--- config.mk ---
export PLATFORM = sky130hd
export DESIGN_NAME = srt_fp32_result_packer_flat
export DESIGN_NICKNAME = d
export VERILOG_FILES = /design/src/rtl/srt_fp32_result_packer_if.sv /design/src/rtl/srt_fp32_result_packer.sv /design/src/flat_wrapper.sv
export SDC_FILE = /design/constraint.sdc
export NUM_CORES = 1
export LEC_CHECK = 0
export BUFFER_PORTS_ARGS = -buffer_cell sky130_fd_sc_hd__buf_2
export CAP_MARGIN = 25
export CORE_ASPECT_RATIO = 1.5
export CORE_MARGIN = 2
export CORE_UTILIZATION = 57
export DETAILED_ROUTE_END_ITERATION = 6
export PLACE_DENSITY_LB_ADDON = 0.15
export SLEW_MARGIN = 20
export SYNTH_ARGS = -nofsm -noshare
export SYNTH_HDL_FRONTEND = slang
export SYNTH_SLANG_ARGS = --single-unit
--- constraint.sdc ---
create_clock -name clk -period 4.46 [get_ports clk]
set_clock_uncertainty 0.1 [all_clocks]
set_input_delay 0.446 -clock clk [delete_from_list [all_inputs] [get_ports clk]]
set_output_delay 0.446 -clock clk [all_outputs]
set_load 0.05 [all_outputs]
--- src/rtl/srt_fp32_result_packer_if.sv ---
// Handshake bundle for the FP32 SRT divider result packer: upstream quotient/exponent/flags in,
// packed FP32 word plus exception flags out.
interface srt_fp32_result_packer_if #(
   parameter int QW = 27,
   parameter int EW = 10
);
   logic          in_valid;
   logic          in_ready;
   logic [QW-1:0] q_in;
   logic [EW-1:0] exp_in;
   logic          sign_in;
   logic          rem_nz_in;
   logic          nan_in;
   logic          dz_in;
   logic          inf_in;
   logic          zero_in;
   logic          out_valid;
   logic          out_ready;
   logic [31:0]   result;
   logic [4:0]    flags;

   modport master (
      output in_valid, q_in, exp_in, sign_in, rem_nz_in, nan_in, dz_in, inf_in, zero_in, out_ready,
      input  in_ready, out_valid, result, flags
   );

   modport slave (
      input  in_valid, q_in, exp_in, sign_in, rem_nz_in, nan_in, dz_in, inf_in, zero_in, out_ready,
      output in_ready, out_valid, result, flags
   );
endinterface

--- src/rtl/srt_fp32_result_packer.sv ---
// FP32 SRT divider result packer: 1-bit normalize, round, over/underflow and IEEE-754 packing in a
// two-stage elastic pipeline. Define FP32_DIV_RNE_EN for round-to-nearest-even, else truncation.
module srt_fp32_result_packer #(
   parameter int QW = 27,
   parameter int EW = 10
) (
   input logic                      clk,
   input logic                      rst,
   srt_fp32_result_packer_if.slave  bus
);

   typedef enum logic [2:0] {K_NUM, K_NAN, K_DZ, K_INF, K_ZERO, K_QERR} kind_t;

   localparam logic signed [EW:0] E_MAX  = (EW+1)'(255);
   localparam logic signed [EW:0] E_ZERO = '0;
   localparam logic signed [EW:0] E_ONE  = (EW+1)'(1);

   logic [QW-1:0]    q;
   logic signed [EW:0] e_ext;

   // stage 1 registers
   logic             s1_v;
   kind_t            s1_kind;
   logic [23:0]      s1_man;
   logic             s1_g;
   logic             s1_st;
   logic             s1_sign;
   logic signed [EW:0] s1_e;

   // stage 2 (output) registers
   logic             out_v;
   logic [31:0]      res_q;
   logic [4:0]       flg_q;

   logic             s1_adv;
   logic             s2_adv;

   kind_t            n_kind;
   logic [23:0]      n_man;
   logic             n_g;
   logic             n_st;
   logic signed [EW:0] n_e;

   logic             inc;
   logic [24:0]      sum;
   logic [23:0]      m_r;
   logic signed [EW:0] e_r;
   logic [31:0]      n_res;
   logic [4:0]       n_flg;

   assign q      = bus.q_in;
   assign e_ext  = {bus.exp_in[EW-1], bus.exp_in};

   assign s2_adv = ~out_v | bus.out_ready;
   assign s1_adv = ~s1_v | s2_adv;

   assign bus.in_ready  = s1_adv;
   assign bus.out_valid = out_v;
   assign bus.result    = res_q;
   assign bus.flags     = flg_q;

   always_comb begin
      n_kind = K_NUM;
      n_man  = q[QW-1 -: 24];
      n_g    = q[QW-25];
      n_st   = (|q[QW-26:0]) | bus.rem_nz_in;
      n_e    = e_ext;
      if (!q[QW-1]) begin
         if (q[QW-2]) begin
            n_man = q[QW-2 -: 24];
            n_g   = q[QW-26];
            n_st  = (|q[QW-27:0]) | bus.rem_nz_in;
            n_e   = e_ext - E_ONE;
         end else begin
            n_kind = K_QERR;
         end
      end
      if (bus.nan_in)       n_kind = K_NAN;
      else if (bus.dz_in)   n_kind = K_DZ;
      else if (bus.inf_in)  n_kind = K_INF;
      else if (bus.zero_in) n_kind = K_ZERO;
   end

`ifdef FP32_DIV_RNE_EN
   assign inc = s1_g & (s1_st | s1_man[0]);
`else
   assign inc = 1'b0;
`endif

   assign sum = {1'b0, s1_man} + {24'b0, inc};

   always_comb begin
      m_r = sum[23:0];
      e_r = s1_e;
      // rounding carried 0xFFFFFF into 2.0: renormalize to 1.0 and bump the exponent
      if (sum[24]) begin
         m_r = 24'h800000;
         e_r = s1_e + E_ONE;
      end
   end

   always_comb begin
      n_res = 32'h0;
      n_flg = 5'b00000;
      case (s1_kind)
         K_NAN:  begin n_res = 32'h7FC00000;               n_flg = 5'b10000; end
         K_DZ:   begin n_res = {s1_sign, 8'hFF, 23'h0};    n_flg = 5'b01000; end
         K_INF:  begin n_res = {s1_sign, 8'hFF, 23'h0};    n_flg = 5'b00000; end
         K_ZERO: begin n_res = {s1_sign, 31'h0};           n_flg = 5'b00000; end
         K_QERR: begin n_res = {s1_sign, 31'h0};           n_flg = 5'b00001; end
         default: begin
            if (e_r >= E_MAX) begin
`ifdef FP32_DIV_RNE_EN
               n_res = {s1_sign, 8'hFF, 23'h0};
`else
               n_res = {s1_sign, 8'hFE, 23'h7FFFFF};
`endif
               n_flg = 5'b00101;
            end else if (e_r <= E_ZERO) begin
               n_res = {s1_sign, 31'h0};
               n_flg = 5'b00011;
            end else begin
               n_res = {s1_sign, e_r[7:0], m_r[22:0]};
               n_flg = {4'b0000, s1_g | s1_st};
            end
         end
      endcase
   end

   always_ff @(posedge clk) begin
      if (!rst) begin
         s1_v    <= 1'b0;
         s1_kind <= K_NUM;
         s1_man  <= '0;
         s1_g    <= 1'b0;
         s1_st   <= 1'b0;
         s1_sign <= 1'b0;
         s1_e    <= '0;
         out_v   <= 1'b0;
         res_q   <= '0;
         flg_q   <= '0;
      end else begin
         if (s1_adv) s1_v <= bus.in_valid;
         if (s1_adv && bus.in_valid) begin
            s1_kind <= n_kind;
            s1_man  <= n_man;
            s1_g    <= n_g;
            s1_st   <= n_st;
            s1_sign <= bus.sign_in;
            s1_e    <= n_e;
         end
         if (s2_adv) out_v <= s1_v;
         if (s2_adv && s1_v) begin
            res_q <= n_res;
            flg_q <= n_flg;
         end
      end
   end

endmodule

--- src/flat_wrapper.sv ---
// flat-port wrapper written by rule: the top's interface ports become plain ports
module srt_fp32_result_packer_flat 
#(
   parameter int QW = 27,
   parameter int EW = 10
)
  (clk, rst, bus_in_valid, bus_q_in, bus_exp_in, bus_sign_in, bus_rem_nz_in, bus_nan_in, bus_dz_in, bus_inf_in, bus_zero_in, bus_out_ready, bus_in_ready, bus_out_valid, bus_result, bus_flags);
  srt_fp32_result_packer_if #(.QW(QW), .EW(EW)) bus_i ();
  input logic clk;
  input logic rst;
  input wire logic [$bits(bus_i.in_valid)-1:0] bus_in_valid;
  input wire logic [$bits(bus_i.q_in)-1:0] bus_q_in;
  input wire logic [$bits(bus_i.exp_in)-1:0] bus_exp_in;
  input wire logic [$bits(bus_i.sign_in)-1:0] bus_sign_in;
  input wire logic [$bits(bus_i.rem_nz_in)-1:0] bus_rem_nz_in;
  input wire logic [$bits(bus_i.nan_in)-1:0] bus_nan_in;
  input wire logic [$bits(bus_i.dz_in)-1:0] bus_dz_in;
  input wire logic [$bits(bus_i.inf_in)-1:0] bus_inf_in;
  input wire logic [$bits(bus_i.zero_in)-1:0] bus_zero_in;
  input wire logic [$bits(bus_i.out_ready)-1:0] bus_out_ready;
  output wire logic [$bits(bus_i.in_ready)-1:0] bus_in_ready;
  output wire logic [$bits(bus_i.out_valid)-1:0] bus_out_valid;
  output wire logic [$bits(bus_i.result)-1:0] bus_result;
  output wire logic [$bits(bus_i.flags)-1:0] bus_flags;
  assign bus_i.in_valid = bus_in_valid;
  assign bus_i.q_in = bus_q_in;
  assign bus_i.exp_in = bus_exp_in;
  assign bus_i.sign_in = bus_sign_in;
  assign bus_i.rem_nz_in = bus_rem_nz_in;
  assign bus_i.nan_in = bus_nan_in;
  assign bus_i.dz_in = bus_dz_in;
  assign bus_i.inf_in = bus_inf_in;
  assign bus_i.zero_in = bus_zero_in;
  assign bus_i.out_ready = bus_out_ready;
  assign bus_in_ready = bus_i.in_ready;
  assign bus_out_valid = bus_i.out_valid;
  assign bus_result = bus_i.result;
  assign bus_flags = bus_i.flags;
  srt_fp32_result_packer #(.QW(QW), .EW(EW)) u_core (.clk(clk), .rst(rst), .bus(bus_i));
endmodule
==> results by group, run 1 <==
Timing
  • Maximum clock frequency: 413.8 MHz
  • Unrepaired setup endpoints after global routing: no
  • Max-slew violations: 0
  • TNS Setup: 0 ns
  • Worst-Margin Slew: 0.9751 ns
  • Hold slack: 0.2367 ns
  • Hold Fails Final Rpt: 0
  • Final min period: 2.417 ns
  • Final setup vio count: 0
  • Slew Limit Headroom: 34.86%
  • Tcrit/Tclk final: 54.19%

Detailed routing
  • Total wire length: 8535 um
  • Via/cell ratio: 5.950
  • DRT Pass-1 Iters: 4
  • Via count: 3195
  • WL per Instance: 15.89 um
  • Antenna viol nets, final: 0
  • Initial DRC count: 268
  • Residual DRC: 0

Run
  • Maxcap violations: 0

GRT
  • M1 GR Usage: 32.83%
  • Met2 Track Usage GR: 45.55%
  • Initial antenna violation count: 0
  • Busiest layer in global routing: met2
  • Largest net degree at the start of global routing: 70
  • Vias in the first global route: 2916
  • Total routing usage reported by global routing: 27.13%
  • Met3 Use GR: 6.335%
  • GRT overflow: 0
  • First-pass GRT wire length: 14000 um

Floorplanning
  • Die X: 67.73 um
  • Die area: 6745 um2
  • I/O pins: 86
  • Std cell rows: 34
  • Die height: 99.59 um
  • Initial Util: 59.57%
  • Core footprint: 5828 um2

Place
  • Detailed-placement wirelength estimate: 5906 um
  • GPL Wtd Cong: 0.8875
  • IO buf count: 85

Clock network
  • Post-CTS Setup Inserts: 0
  • Worst-Skew Late Latency: 0.35 ns
  • Sink Count: 79
  • CTS tree: yes
  • CTS Buf Count: 9
  • Root buffer cell: clkbuf_8
  • Cts repair resizes: 0
  • CTS HTree Levels: 3
  • Clock Tree Buf Depth: 2
  • CTS Hold Bufs: 0
  • Clock Pin Slew Worst Setup and Hold Paths: 0.08 ns

Synth
  • Gate Count Post-Synth: 390
  • Yosys Warn Count: 0
  • Cell variety after synth: 43
  • Synth Cell Area: 3472 um2
  • Average size of a mapped cell: 8.903 um2
  • Sequential area share after synthesis: 45.55%
  • Synth Net Count: 438
  • Synth Register Bits: 79

Finish
  • Share of layout cells above drive strength 1: 26.45%
  • Area Growth Syn to Fin: 18.56%
  • N_diodes: 0
  • Commonest non-fill, non-tap cell in the layout: buf_2
  • Nets: 508
  • Most frequent cells in the layout: 85 x buf_2, 79 x dfxtp_1, 41 x nand2_1, 37 x nor2_1, 29 x a211oi_1

Critical path
  • Worst Path Required: 4.58 ns
  • Reg2Reg Depth: 4
  • CP max stage delay: 0.79 ns
  • Crit. End Element: register
  • CP max stage cell: nand3_1
  • Startpoint types: register
  • Maximum fanout along the worst path: 23
  • Worst Path Arrival: 2.53 ns
  • Worst path most repeated cell: nand3_1
  • Setup Crit Path Kind: register to register
  • Crit-path cells: nor4_1, nand3_1, nand3_1, a31oi_1

Outcome
  • Status: complete, no violations

Hold path
  • Hold Path Depth: 3
  • Hold Crit Class: input pin to register

Power
  • Leak Pwr: 0.001675 uW
  • P per Cell Area: 408.7 nW/um2
  • VDD IR max: 282.2 uV
sequential cells by signal (all words and copies together) (netlist names):
signal / cells
u_core.s1_kind: 3
u_core.s1_st: 1
u_core.bus.result: 32
u_core.bus.out_valid: 1
u_core.s1_e: 11
u_core.s1_g: 1
u_core.bus.flags: 5
u_core.s1_man: 23
u_core.s1_sign: 1
u_core.s1_v: 1
area by class of cell:
cell class	instances	area (um2)
Fill cell	470	1712
Multi-Input combinational cell	270	1703
Sequential cell	79	1582
Timing Repair Buffer	90	473.0
Clock buffer	11	151.4
Tap cell	72	90.09
Clock inverter	5	80.08
Inverter	10	37.54
stage by stage:
step | utilization, % | instance area (um2) | total power, uW | instances | setup WS (ns)
final | 70.63 | 4116 | 1683 | 537 | 2.043
after global routing | 70.63 | 4116 | 1750 | 537 | 1.762
after CTS | 70.55 | 4111 | 1688 | 536 | 2.094
after floorplan | - | 3472 | 1012 | 390 | 2.291
after global placement | 66.23 | 3860 | 1085 | 519 | 2.165
after detailed placement | 66.57 | 3880 | 1095 | 520 | 2.141
worst paths after layout:
check,to,slack [ns],from
worst max-delay path,u_core.bus.result[16]$_SDFFE_PN0P_,2.04,u_core.s1_e[10]$_SDFFE_PN0P_
worst min-delay path,u_core.s1_sign$_SDFFE_PN0P_,0.24,bus_sign_in
worst max register to register,u_core.bus.result[16]$_SDFFE_PN0P_,2.04,u_core.s1_e[10]$_SDFFE_PN0P_
worst min register to register,u_core.bus.result[31]$_SDFFE_PN0P_,0.35,u_core.bus.result[31]$_SDFFE_PN0P_
routing by layer:
metal  wire [um]  vias up  share of wire (%)
met5           0        -                  0
met4         136        0                1.6
met3         485       11                5.7
met2        4557      117                 53
met1        3356     1499                 39
li1            -     1568                  -
cells in the mapped netlist:
library cell,n,area [um2]
dfxtp_1,79,1582
nand2_1,41,153.9
nor2_1,37,138.9
a211oi_1,29,217.7
nand3_1,26,130.1
a31oi_1,25,156.4
mux2i_1,23,230.2
a21oi_1,17,85.08
clkbuf_1,17,63.81
inv_1,10,37.54
o221a_2,8,90.09
o21ai_0,7,35.03
buf_6,6,67.56
o21a_1,6,45.04
nand4_1,5,31.28
xor2_1,5,43.79
buf_1,4,15.01
nor2b_1,4,25.02
nor3_1,4,20.02
nor4_1,4,25.02
buf_2,3,15.01
o211ai_1,3,22.52
xnor2_1,3,26.28
nand3b_1,2,15.01
o21bai_1,2,15.01
or3_1,2,12.51
or4_2,2,17.52
a2111oi_4,1,27.53
a221oi_1,1,8.760
a41oi_1,1,8.760
and3_1,1,6.260
and3b_1,1,8.760
buf_4,1,7.510
ha_1,1,12.51
nand2_4,1,11.26
nand2b_1,1,6.260
nand4b_1,1,8.760
nor4b_1,1,8.760
o21ai_1,1,5.000
o311ai_0,1,8.760
o41ai_1,1,8.760
or2_2,1,6.260
or3_4,1,11.26
kinds of logic after synthesis:
group	count (synthesis)	share of synthesized area, %
simple gates	135	18.34
compound gates	103	21.15
flops	79	45.55
buf+inv	41	5.946
mux	23	6.631
xor+xnor	8	2.018
fa+ha+maj	1	0.3603
worst max-delay path: cells and delay by family (launching register included):
family           cells  cell delay (ns)
flip-flops           1             0.39
AO/OA/AOI/OAI        1             0.12
AND/OR/NAND/NOR      3             1.67
where the power goes:
group	internal (uW)	switching, uW	total (uW)
clock	345	257	601
sequential	754	33.0	787
combinational	96.0	198	294
No activity file was read; power rests on OpenSTA's default activity.
==> inputs of run 2 (changes only) <==
--- a/config.mk
+++ b/config.mk
@@ -9,7 +9,7 @@
 export CAP_MARGIN = 25
 export CORE_ASPECT_RATIO = 1.5
 export CORE_MARGIN = 2
-export CORE_UTILIZATION = 57
+export CORE_UTILIZATION = 48
 export DETAILED_ROUTE_END_ITERATION = 6
 export PLACE_DENSITY_LB_ADDON = 0.15
 export SLEW_MARGIN = 20
==> constraint.sdc (replaced) <==
create_clock -name clk -period 1.95 [get_ports clk]
set_clock_uncertainty 0.1 [all_clocks]
set_input_delay 0.195 -clock clk [delete_from_list [all_inputs] [get_ports clk]]
set_output_delay 0.195 -clock clk [all_outputs]
set_load 0.05 [all_outputs]
==> run 2 against run 1 <==
Compared with the run above: largest cell class unchanged; count of clock-buffer cells in the layout is 1 lower; via count is 0.13% higher; sequential power is 130% higher; critical path depth is 2 higher; worst hold slack worse by 0.22 ns; global-route usage is 4.1 points lower; clock power is 110% higher; cell count is 4.3% higher; sequential cell count stayed put; utilization is 10 points lower; fmax is 29% higher; cell area is 4.2% higher.
==> results by group, run 2 (synthesis results as in run 1) <==
Critical path
  • Maximum fanout along the worst path: 24 (was 23)
  • Worst Path Arrival: 2.06 ns (was 2.53 ns)
  • Startpoint types: register (unchanged)
  • Reg2Reg Depth: 6 (was 4)
  • Worst reg-to-reg setup slack: 0.08 ns (was 2.04 ns)
  • Crit. End Element: register (unchanged)
  • Worst Path Required: 2.13 ns (was 4.58 ns)
  • Reg2reg end: u_core.bus.result[14]$_SDFFE_PN0P_ (was u_core.bus.result[16]$_SDFFE_PN0P_)
  • Worst R2R Start: u_core.s1_kind[0]$_SDFFE_PN0P_ (was u_core.s1_e[10]$_SDFFE_PN0P_)
  • Setup Crit Path Kind: register to register (unchanged)

Clock network
  • CTS HTree Levels: 3 (unchanged)
  • Sink Count: 79 (unchanged)
  • Root buffer cell: clkbuf_8 (unchanged)
  • Clock Tree Buf Depth: 2 (unchanged)
  • CTS tree: yes (unchanged)
  • Clock Pin Slew Worst Setup and Hold Paths: 0.08 ns (about the same)
  • CTS Buf Count: 9 (unchanged)
  • Worst-Skew Late Latency: 0.35 ns (about the same)

Finish
  • Nets: 523 (was 508)
  • Most frequent cells in the layout: 85 x buf_2, 78 x dfxtp_1, 41 x nand2_1, 37 x nor2_1, 29 x a211oi_1 (was 85 x buf_2, 79 x dfxtp_1, 41 x nand2_1, 37 x nor2_1, 29 x a211oi_1)
  • Area Growth Syn to Fin: 23.53% (was 18.56%)
  • N_diodes: 0 (unchanged)
  • Largest register FFs: 32 (unchanged)
  • Commonest non-fill, non-tap cell in the layout: buf_2 (unchanged)
  • Final core occ: 60.14% (was 70.63%)
  • Post-Layout Cell Count: 560 (was 537)
  • Share of layout cells above drive strength 1: 28.96% (was 26.45%)
  • Final Cell Area: 4289 um2 (was 4116 um2)

Timing
  • Slew Limit Headroom: 54.24% (was 34.86%)
  • Unrepaired setup endpoints after global routing: yes (was no)
  • Max-slew violations: 0 (unchanged)
  • Final WS setup: 0.07665 ns (was 2.043 ns)
  • TNS Setup: 0 ns (unchanged)
  • Final setup vio count: 0 (unchanged)
  • Final min period: 1.873 ns (was 2.417 ns)
  • Tcrit/Tclk final: 96.07% (was 54.19%)
  • Hold Fails Final Rpt: 0 (unchanged)
  • Worst-Margin Slew: 0.6850 ns (was 0.9751 ns)
  • Maximum clock frequency: 533.8 MHz (was 413.8 MHz)

Place
  • Detailed-placement wirelength estimate: 6231 um (was 5906 um)
  • Dpl cell area: 4019 um2 (was 3880 um2)
  • Setup WS pre-CTS: 0.03077 ns (was 2.141 ns)
  • GPL Wtd Cong: 0.9146 (was 0.8875)
  • Placed Cells: 540 (was 520)
  • IO buf count: 85 (unchanged)

Detailed routing
  • Met2 wire len: 4814 um (was 4557 um)
  • Total wire length: 8823 um (was 8535 um)
  • Initial DRC count: 213 (was 268)
  • WL per Instance: 15.76 um (was 15.89 um)
  • Met3 wire length: 367 um (was 485 um)
  • Via/cell ratio: 5.713 (was 5.950)
  • Antenna viol nets, final: 0 (unchanged)
  • M1 WL: 3502 um (was 3356 um)
  • Via count: 3199 (was 3195)
  • Highest metal used: met4 (unchanged)
  • Residual DRC: 0 (unchanged)
  • DRT Pass-1 Iters: 5 (was 4)

Floorplanning
  • Die height: 108.2 um (was 99.59 um)
  • I/O pins: 86 (unchanged)
  • Die area: 7944 um2 (was 6745 um2)
  • Std cell rows: 38 (was 34)
  • Die X: 73.45 um (was 67.73 um)
  • Initial Util: 48.68% (was 59.57%)
  • Core footprint: 7132 um2 (was 5828 um2)

GRT
  • Vias in the first global route: 3041 (was 2916)
  • Total routing usage reported by global routing: 22.99% (was 27.13%)
  • Largest net degree at the start of global routing: 70 (unchanged)
  • First-pass GRT wire length: 14080 um (was 14000 um)
  • GRT overflow: 0 (unchanged)
  • Initial antenna violation count: 0 (unchanged)

Power
  • P_int: 2613 uW (was 1195 uW)
  • Comb power frac: 19.3% (was 17.5%)
  • Clk pwr share: 33.0% (was 35.7%)
  • Leak Pwr: 0.001751 uW (was 0.001675 uW)
  • VDD IR max: 572.6 uV (was 282.2 uV)
  • Net Switching: 1147 uW (was 487.7 uW)
  • Seq pwr share: 47.7% (was 46.8%)
  • Switching Share: 30.51% (was 28.99%)
  • P per Cell Area: 876.6 nW/um2 (was 408.7 nW/um2)

Run
  • Maxcap violations: 0 (unchanged)

Outcome
  • Status: complete, no violations (unchanged)

Hold path
  • Worst Hold Path EP: u_core.s1_e[8]$_SDFFE_PN0P_ (was u_core.s1_sign$_SDFFE_PN0P_)
  • Hold Crit Class: input pin to register (unchanged)
  • Min-delay src: bus_exp_in[8] (was bus_sign_in)
  • Hold Path Depth: 3 (unchanged)
==> run 2: cell count changes in the layout (fill, tap and decap cells not counted), sizes merged <==
cell         change
inv              +1
bufinv           -1
clkbuf           -1
clkinv           +1
dlygate4sd3      +1
buf             +14
==> run 2: routing by layer <==
layer	vias to the layer above	GRT usage, %
met4	0	8.442
met3	13	5.499
met2	77	41.52
met1	1525	25.47
li1	1584	-
met5	-	0
==> run 2: critical path, cell delays in order, from the launching register on <==
cell,delay [ns]
dfxtp_1,0.32
or3_4,0.41
a2111oi_4,0.32
buf_4,0.18
buf_12,0.14
nand2_8,0.12
a31oi_1,0.21
==> run 2: final cells by class <==
| cell class | count | area, um2 |
|---|---|---|
| Tap cell | 80 | 100.1 |
| Clock inverter | 6 | 67.56 |
| Inverter | 10 | 37.54 |
| Fill cell | 667 | 2843 |
| Timing Repair Buffer | 105 | 645.6 |
| Sequential cell | 79 | 1583 |
| Clock buffer | 10 | 137.6 |
| Multi-Input combinational cell | 270 | 1718 |
==> run 2: worst max-delay path by stage <==
stage	startpoint	depth (start not counted)	slack [ns]	to
after global routing	u_core.s1_kind[1]$_SDFFE_PN0P_	6	-0.03	u_core.bus.result[3]$_SDFFE_PN0P_
final	u_core.s1_kind[0]$_SDFFE_PN0P_	6	0.08	u_core.bus.result[14]$_SDFFE_PN0P_
after CTS	u_core.s1_kind[0]$_SDFFE_PN0P_	5	0.003	u_core.bus.result[14]$_SDFFE_PN0P_
after floorplan	u_core.bus.out_valid$_SDFFE_PN0P_	5	0.006	u_core.s1_kind[0]$_SDFFE_PN0P_
after global placement	u_core.s1_kind[0]$_SDFFE_PN0P_	5	0.07	u_core.bus.result[22]$_SDFFE_PN0P_
after detailed placement	u_core.s1_kind[1]$_SDFFE_PN0P_	5	0.03	u_core.bus.result[14]$_SDFFE_PN0P_
==> run 2: power by group through the flow <==
stage,clock network [uW],registers (uW),logic (uW)
5_1_grt,1350,1810,793
6_report,1240,1790,724
4_1_cts,1270,1790,710
2_1_floorplan,0,1990,325
3_3_place_gp,0,1830,697
3_5_place_dp,0,1830,706
==> run 2: what timing repair did <==
item                       CTS  global route
gates resized for setup      0             2
hold endpoints to repair     1             0
hold buffers                 1             0
setup buffers                0             2
setup endpoints to repair    0            24
==> run 2: per-stage QoR <==
stage          hold WS [ns]  power (uW)
2_1_floorplan        0.2310        2315
3_3_place_gp         0.3408        2526
3_5_place_dp         0.3465        2536
4_1_cts            0.002417        3775
5_1_grt            0.007990        3945
6_report            0.01686        3760
